[src/rtl/paddle_motion_if.sv]
// rtl/paddle_motion_if.sv - command and status bundle for paddle_motion
interface paddle_motion_if;
    logic       frame_tick;
    logic       move_up;
    logic       move_down;
    logic       recenter;
    logic [7:0] paddle_y;
    logic [2:0] speed;
    logic       moving;
    logic       at_top;
    logic       at_bottom;

    modport master (
        output frame_tick, move_up, move_down, recenter,
        input  paddle_y, speed, moving, at_top, at_bottom
    );

    modport slave (
        input  frame_tick, move_up, move_down, recenter,
        output paddle_y, speed, moving, at_top, at_bottom
    );
endinterface

[src/rtl/paddle_motion.sv]
// rtl/paddle_motion.sv - frame-ticked paddle position FSM with speed ramping
module paddle_motion #(
    parameter int SCREEN_H    = 120,
    parameter int PADDLE_H    = 16,
    parameter int HOME_Y      = 52,
    parameter int MAX_SPEED   = 4,
    parameter int ACCEL_TICKS = 4
) (
    input  logic            clk,
    input  logic            resetn,
    paddle_motion_if.slave  bus
);
    localparam logic [1:0] ST_IDLE = 2'd0;
    localparam logic [1:0] ST_UP   = 2'd1;
    localparam logic [1:0] ST_DOWN = 2'd2;

    localparam logic [8:0] BOTTOM_Y9  = 9'(SCREEN_H - PADDLE_H);
    localparam logic [7:0] BOTTOM_Y   = 8'(SCREEN_H - PADDLE_H);
    localparam logic [7:0] HOME_POS   = 8'(HOME_Y);
    localparam logic [2:0] SPEED_MAX  = 3'(MAX_SPEED);
    localparam logic [3:0] HOLD_LAST  = 4'(ACCEL_TICKS - 1);
    // The entry tick itself counts toward the first ramp period.
    localparam logic [3:0] HOLD_ENTRY = (ACCEL_TICKS == 1) ? 4'd0 : 4'd1;

    logic [1:0] state_q, state_nxt;
    logic [7:0] y_q, y_nxt;
    logic [2:0] speed_q, speed_nxt;
    logic [3:0] hold_q, hold_nxt;
    logic [2:0] step;
    logic [8:0] y9, step9, sum9;
    logic       up_only, down_only;

    always_comb begin
        up_only   = bus.move_up & ~bus.move_down;
        down_only = bus.move_down & ~bus.move_up;
        state_nxt = ST_IDLE;
        speed_nxt = 3'd0;
        hold_nxt  = 4'd0;
        step      = 3'd0;
        y_nxt     = y_q;

        if (up_only) begin
            state_nxt = ST_UP;
        end else if (down_only) begin
            state_nxt = ST_DOWN;
        end

        if (state_nxt != ST_IDLE) begin
            if (state_nxt != state_q) begin
                speed_nxt = 3'd1;
                hold_nxt  = HOLD_ENTRY;
                step      = 3'd1;
            end else begin
                step      = speed_q;
                speed_nxt = speed_q;
                if (hold_q == HOLD_LAST) begin
                    hold_nxt = 4'd0;
                    if (speed_q < SPEED_MAX) begin
                        speed_nxt = speed_q + 3'd1;
                    end
                end else begin
                    hold_nxt = hold_q + 4'd1;
                end
            end
        end

        y9    = {1'b0, y_q};
        step9 = {6'd0, step};
        sum9  = y9 + step9;
        // Clamp in 9 bits so neither edge can wrap around.
        if (state_nxt == ST_UP) begin
            y_nxt = (y9 < step9) ? 8'd0 : 8'(y9 - step9);
        end else if (state_nxt == ST_DOWN) begin
            y_nxt = (sum9 > BOTTOM_Y9) ? BOTTOM_Y : sum9[7:0];
        end
    end

    always_ff @(posedge clk or negedge resetn) begin
        if (!resetn) begin
            state_q <= ST_IDLE;
            y_q     <= HOME_POS;
            speed_q <= 3'd0;
            hold_q  <= 4'd0;
        end else if (bus.recenter) begin
            state_q <= ST_IDLE;
            y_q     <= HOME_POS;
            speed_q <= 3'd0;
            hold_q  <= 4'd0;
        end else if (bus.frame_tick) begin
            state_q <= state_nxt;
            y_q     <= y_nxt;
            speed_q <= speed_nxt;
            hold_q  <= hold_nxt;
        end
    end

    assign bus.paddle_y  = y_q;
    assign bus.speed     = speed_q;
    assign bus.moving    = (state_q != ST_IDLE);
    assign bus.at_top    = (y_q == 8'd0);
    assign bus.at_bottom = (y_q == BOTTOM_Y);
endmodule

[src/flat_wrapper.sv]
// flat-port wrapper written by rule: the top's interface ports become plain ports
module paddle_motion_flat 
#(
    parameter int SCREEN_H    = 120,
    parameter int PADDLE_H    = 16,
    parameter int HOME_Y      = 52,
    parameter int MAX_SPEED   = 4,
    parameter int ACCEL_TICKS = 4
)
  (clk, resetn, bus_frame_tick, bus_move_up, bus_move_down, bus_recenter, bus_paddle_y, bus_speed, bus_moving, bus_at_top, bus_at_bottom);
  paddle_motion_if bus_i ();
  input  logic clk;
  input  logic resetn;
  input wire logic [$bits(bus_i.frame_tick)-1:0] bus_frame_tick;
  input wire logic [$bits(bus_i.move_up)-1:0] bus_move_up;
  input wire logic [$bits(bus_i.move_down)-1:0] bus_move_down;
  input wire logic [$bits(bus_i.recenter)-1:0] bus_recenter;
  output wire logic [$bits(bus_i.paddle_y)-1:0] bus_paddle_y;
  output wire logic [$bits(bus_i.speed)-1:0] bus_speed;
  output wire logic [$bits(bus_i.moving)-1:0] bus_moving;
  output wire logic [$bits(bus_i.at_top)-1:0] bus_at_top;
  output wire logic [$bits(bus_i.at_bottom)-1:0] bus_at_bottom;
  assign bus_i.frame_tick = bus_frame_tick;
  assign bus_i.move_up = bus_move_up;
  assign bus_i.move_down = bus_move_down;
  assign bus_i.recenter = bus_recenter;
  assign bus_paddle_y = bus_i.paddle_y;
  assign bus_speed = bus_i.speed;
  assign bus_moving = bus_i.moving;
  assign bus_at_top = bus_i.at_top;
  assign bus_at_bottom = bus_i.at_bottom;
  paddle_motion #(.SCREEN_H(SCREEN_H), .PADDLE_H(PADDLE_H), .HOME_Y(HOME_Y), .MAX_SPEED(MAX_SPEED), .ACCEL_TICKS(ACCEL_TICKS)) u_core (.clk(clk), .resetn(resetn), .bus(bus_i));
endmodule
[config.mk]
export PLATFORM = sky130hd
export DESIGN_NAME = paddle_motion_flat
export DESIGN_NICKNAME = d
export VERILOG_FILES = /design/src/rtl/paddle_motion_if.sv /design/src/rtl/paddle_motion.sv /design/src/flat_wrapper.sv
export SDC_FILE = /design/constraint.sdc
export NUM_CORES = 1
export LEC_CHECK = 0
export ABC_CLOCK_PERIOD_IN_PS = 5650
export CAP_MARGIN = 20
export CORE_MARGIN = 2
export CORE_UTILIZATION = 35
export DETAILED_ROUTE_END_ITERATION = 10
export SLEW_MARGIN = 0
export SYNTH_ARGS = -nofsm -noshare
export SYNTH_HDL_FRONTEND = slang
export SYNTH_SLANG_ARGS = --single-unit
[constraint.sdc]
create_clock -name clk -period 5.65 [get_ports clk]
set_input_delay 1.13 -clock clk [delete_from_list [all_inputs] [get_ports clk]]
set_output_delay 1.13 -clock clk [all_outputs]
set_load 0.01 [all_outputs]
==> metrics.yaml <==
synthesis.area_sq_um: 1516
final.min_clock_period_ns: 4.738
cts.sinks: 17
core_area_sq_um: 4086
slew_headroom: 0.4575
io_pins: 20
clock_path_buffers: 2
p_leak_nw: 0.7671
fin_crit_sh: 0.8385
synth_nets: 202
syn-instance-count: 184
slew_viol_final: 0
setup-tns-final_ns: 0
vias: 1366
die_x_um: 69.83
ant_nets: 0
combPwrFrac: 0.208
yosysWarningCount: 0
fillerInstances: 426
cts_tree: "built"
synth_edf_count: 0
clock.fmax_mhz: 211.1
fin_area_sq_um: 1772
min_path_type: "reg -> reg"
drive_gt1_frac: 0.07576
clkTransAtPathRegs_ns: 0.08
internal-power_mw: 0.2011
dr.first_iter.drc_count: 172
multi_input_area_sq_um: 994.7
rows: 23
clockPowerShare: 0.337
dp.cells: 244
grt_pass1_vias: 1317
syn2layout_area_growth_pct: 16.83
grt_max_degree: 18
power_density_nw_per_um2: 163.7
cts.repair.resized: 0
finalSetupViolations: 0
viasPerCell: 5.508
maxCapViolCount: 0
grt_pass1_wl_um: 6555
hold_viol_final: 0
cp-start-kind: "input port"
rsz0062_at_grt: "false"
syn_area_per_cell_sq_um: 8.242
first_pass_iters: 4
peakVddDrop_v: 0.00007791
crit_path_end_kind: "flip-flop"
fin_cells: 248
grt-ovfl-total: 0
synthArstFlopShare: 1.000
holdBufCountCts: 0
skew_ns: 0.002438
drt-total-wl_um: 3750
die_h_um: 69.83
drc: 0
seqPwrFrac: 0.455
crit_arrival_ns: 4.89
ys_seq_area_frac: 0.2830
track_usage: 0.1644
path_max_fanout: 11
total_power_mw: 0.2900
finalNetCount: 217
crit_required_ns: 5.80
ys_ff_latch: 17
cts_buffers: 3
dieArea_sq_um: 4876
post_cts_buffers: 0
globalplace.congestion: 0.8649
start_util: 0.3711
outcome: "finished, final reports clean"
io_buffers: 19
critical_path_class: "in -> reg"
n_antenna_cell: 0
yosysUniqueCellTypes: 52
regArea_sq_um: 429.2
cts_root_buf: "clkbuf_8"
grt_antenna_before_repair: 0
clk_latency_ns: 0.26
worstMarginPinSlew_ns: 0.8112
synth_top_flop_cell: "dfrtp_1"
p_sw_mw: 0.08886
htreeDepth: 1
wl_per_cell_um: 15.12
dpl.hpwl_um: 2802
place_area_sq_um: 1725
p_sw_frac: 0.3064
[critical path: stages]
cell and delay [ns]:
clkdlybuf4s50_1 0.48, inv_1 0.05, ha_1 0.32, xor2_1 0.24
nor3_1 0.48, nand2_1 0.24, fa_1 0.49, a211oi_2 0.32
nand3b_1 0.13, o21ai_1 0.42, a21oi_1 0.12, a211o_1 0.29
o22a_1 0.17
[synthesized netlist by cell type, types with 2 or more instances]
master,number,area share
nor2b_1,7,0.029
clkbuf_1,5,0.012
or2_2,3,0.012
nand4_1,3,0.012
nand3b_1,3,0.015
inv_1,12,0.030
ha_1,10,0.083
nand3_1,6,0.020
mux2i_1,3,0.020
fa_1,2,0.026
dfrtp_1,14,0.23
a21oi_1,10,0.033
o21ai_0,13,0.043
nand2_1,12,0.030
o22a_1,2,0.012
a31oi_1,2,0.0082
xor2_1,3,0.017
o21ai_1,4,0.013
a211oi_1,3,0.015
dfstp_2,3,0.052
and3_1,2,0.0082
buf_2,2,0.0066
nor2_1,18,0.045
nand2b_1,5,0.021
xnor2_1,6,0.035
o22ai_1,2,0.0082
o31ai_1,4,0.020
[path summary, 6_finish.rpt]
kind | startpoint | endpoint | slack (ns) | depth (start not counted)
max | bus_move_down | u_core.bus.paddle_y[6] | 0.91 | 13
min | u_core.state_q[1] | u_core.state_q[1] | 0.57 | 2
max reg2reg | u_core.state_q[1] | u_core.bus.paddle_y[6] | 2.26 | 10
min reg2reg | u_core.state_q[1] | u_core.state_q[1] | 0.57 | 2
max in group asynchronous | resetn | u_core.bus.paddle_y[6] | 3.81 | 1
min in group asynchronous | resetn | u_core.hold_q[2] | 1.34 | 1
[layout by cell type, fill, tap and decap left out, types with 2 or more instances in the layout]
master            n
xor2_1            3
dfrtp_1          14
ha_1             10
inv_1            12
nor2_1           18
and3_1            2
nor2b_1           7
fa_1              2
o22ai_1           2
clkbuf_8          3
or2_2             3
o21ai_1           4
o31ai_1           4
nand3b_1          3
o22a_1            2
nand3_1           6
xnor2_1           6
a211oi_1          3
o21ai_0          13
a21oi_1          10
clkdlybuf4s50_1  19
nand4_1           3
a31oi_1           2
nand2_1          12
dfstp_2           3
nand2b_1          5
mux2i_1           3
[registers in the layout, indices dropped and copies added (netlist names)]
name,count
u_core.bus.paddle_y,8
u_core.bus.speed,3
u_core.hold_q,4
u_core.state_q,2
[power groups by stage]
stage,Sequential [mW],Clock [mW],Combinational [mW]
floorplan,0.132,0,0.0405
global placement,0.134,0,0.0603
detailed placement,0.134,0,0.0602
CTS,0.132,0.101,0.0606
global route,0.133,0.107,0.0679
finish,0.132,0.0978,0.0602
[routing by layer]
layer	track usage	part of all wire	vias to the layer above
met5	0	0	-
met4	0.04487	0.0099	0
met3	0.01744	0.061	4
met2	0.2360	0.42	46
met1	0.2576	0.51	626
li1	-	-	690
[cell type report]
cell class / count / area share
multi-input combinational: 145 / 0.5614
sequential: 17 / 0.2422
timing repair buffer: 19 / 0.1073
tap: 50 / 0.03531
inverter: 13 / 0.02754
clock buffer: 3 / 0.02331
clock inverter: 1 / 0.002825
[kinds of logic after synthesis]
logic type / synth area share
flops: 0.2830
xor+xnor: 0.05198
compound gates: 0.2442
mux: 0.01980
simple gates: 0.2310
fa+ha+maj: 0.1089
buf+inv: 0.06105
[per-stage QoR]
stage | utilization | setup slack [ns] | hold WS (ns)
2_1_floorplan | - | 1.589 | 0.5199
3_3_place_gp | 0.4222 | 0.6651 | 0.5464
3_5_place_dp | 0.4222 | 0.6366 | 0.5525
4_1_cts | 0.4336 | 0.9105 | 0.5739
5_1_grt | 0.4336 | 0.5799 | 0.5932
6_report | 0.4336 | 0.9123 | 0.5680
Power figures use the tool's default switching activity.
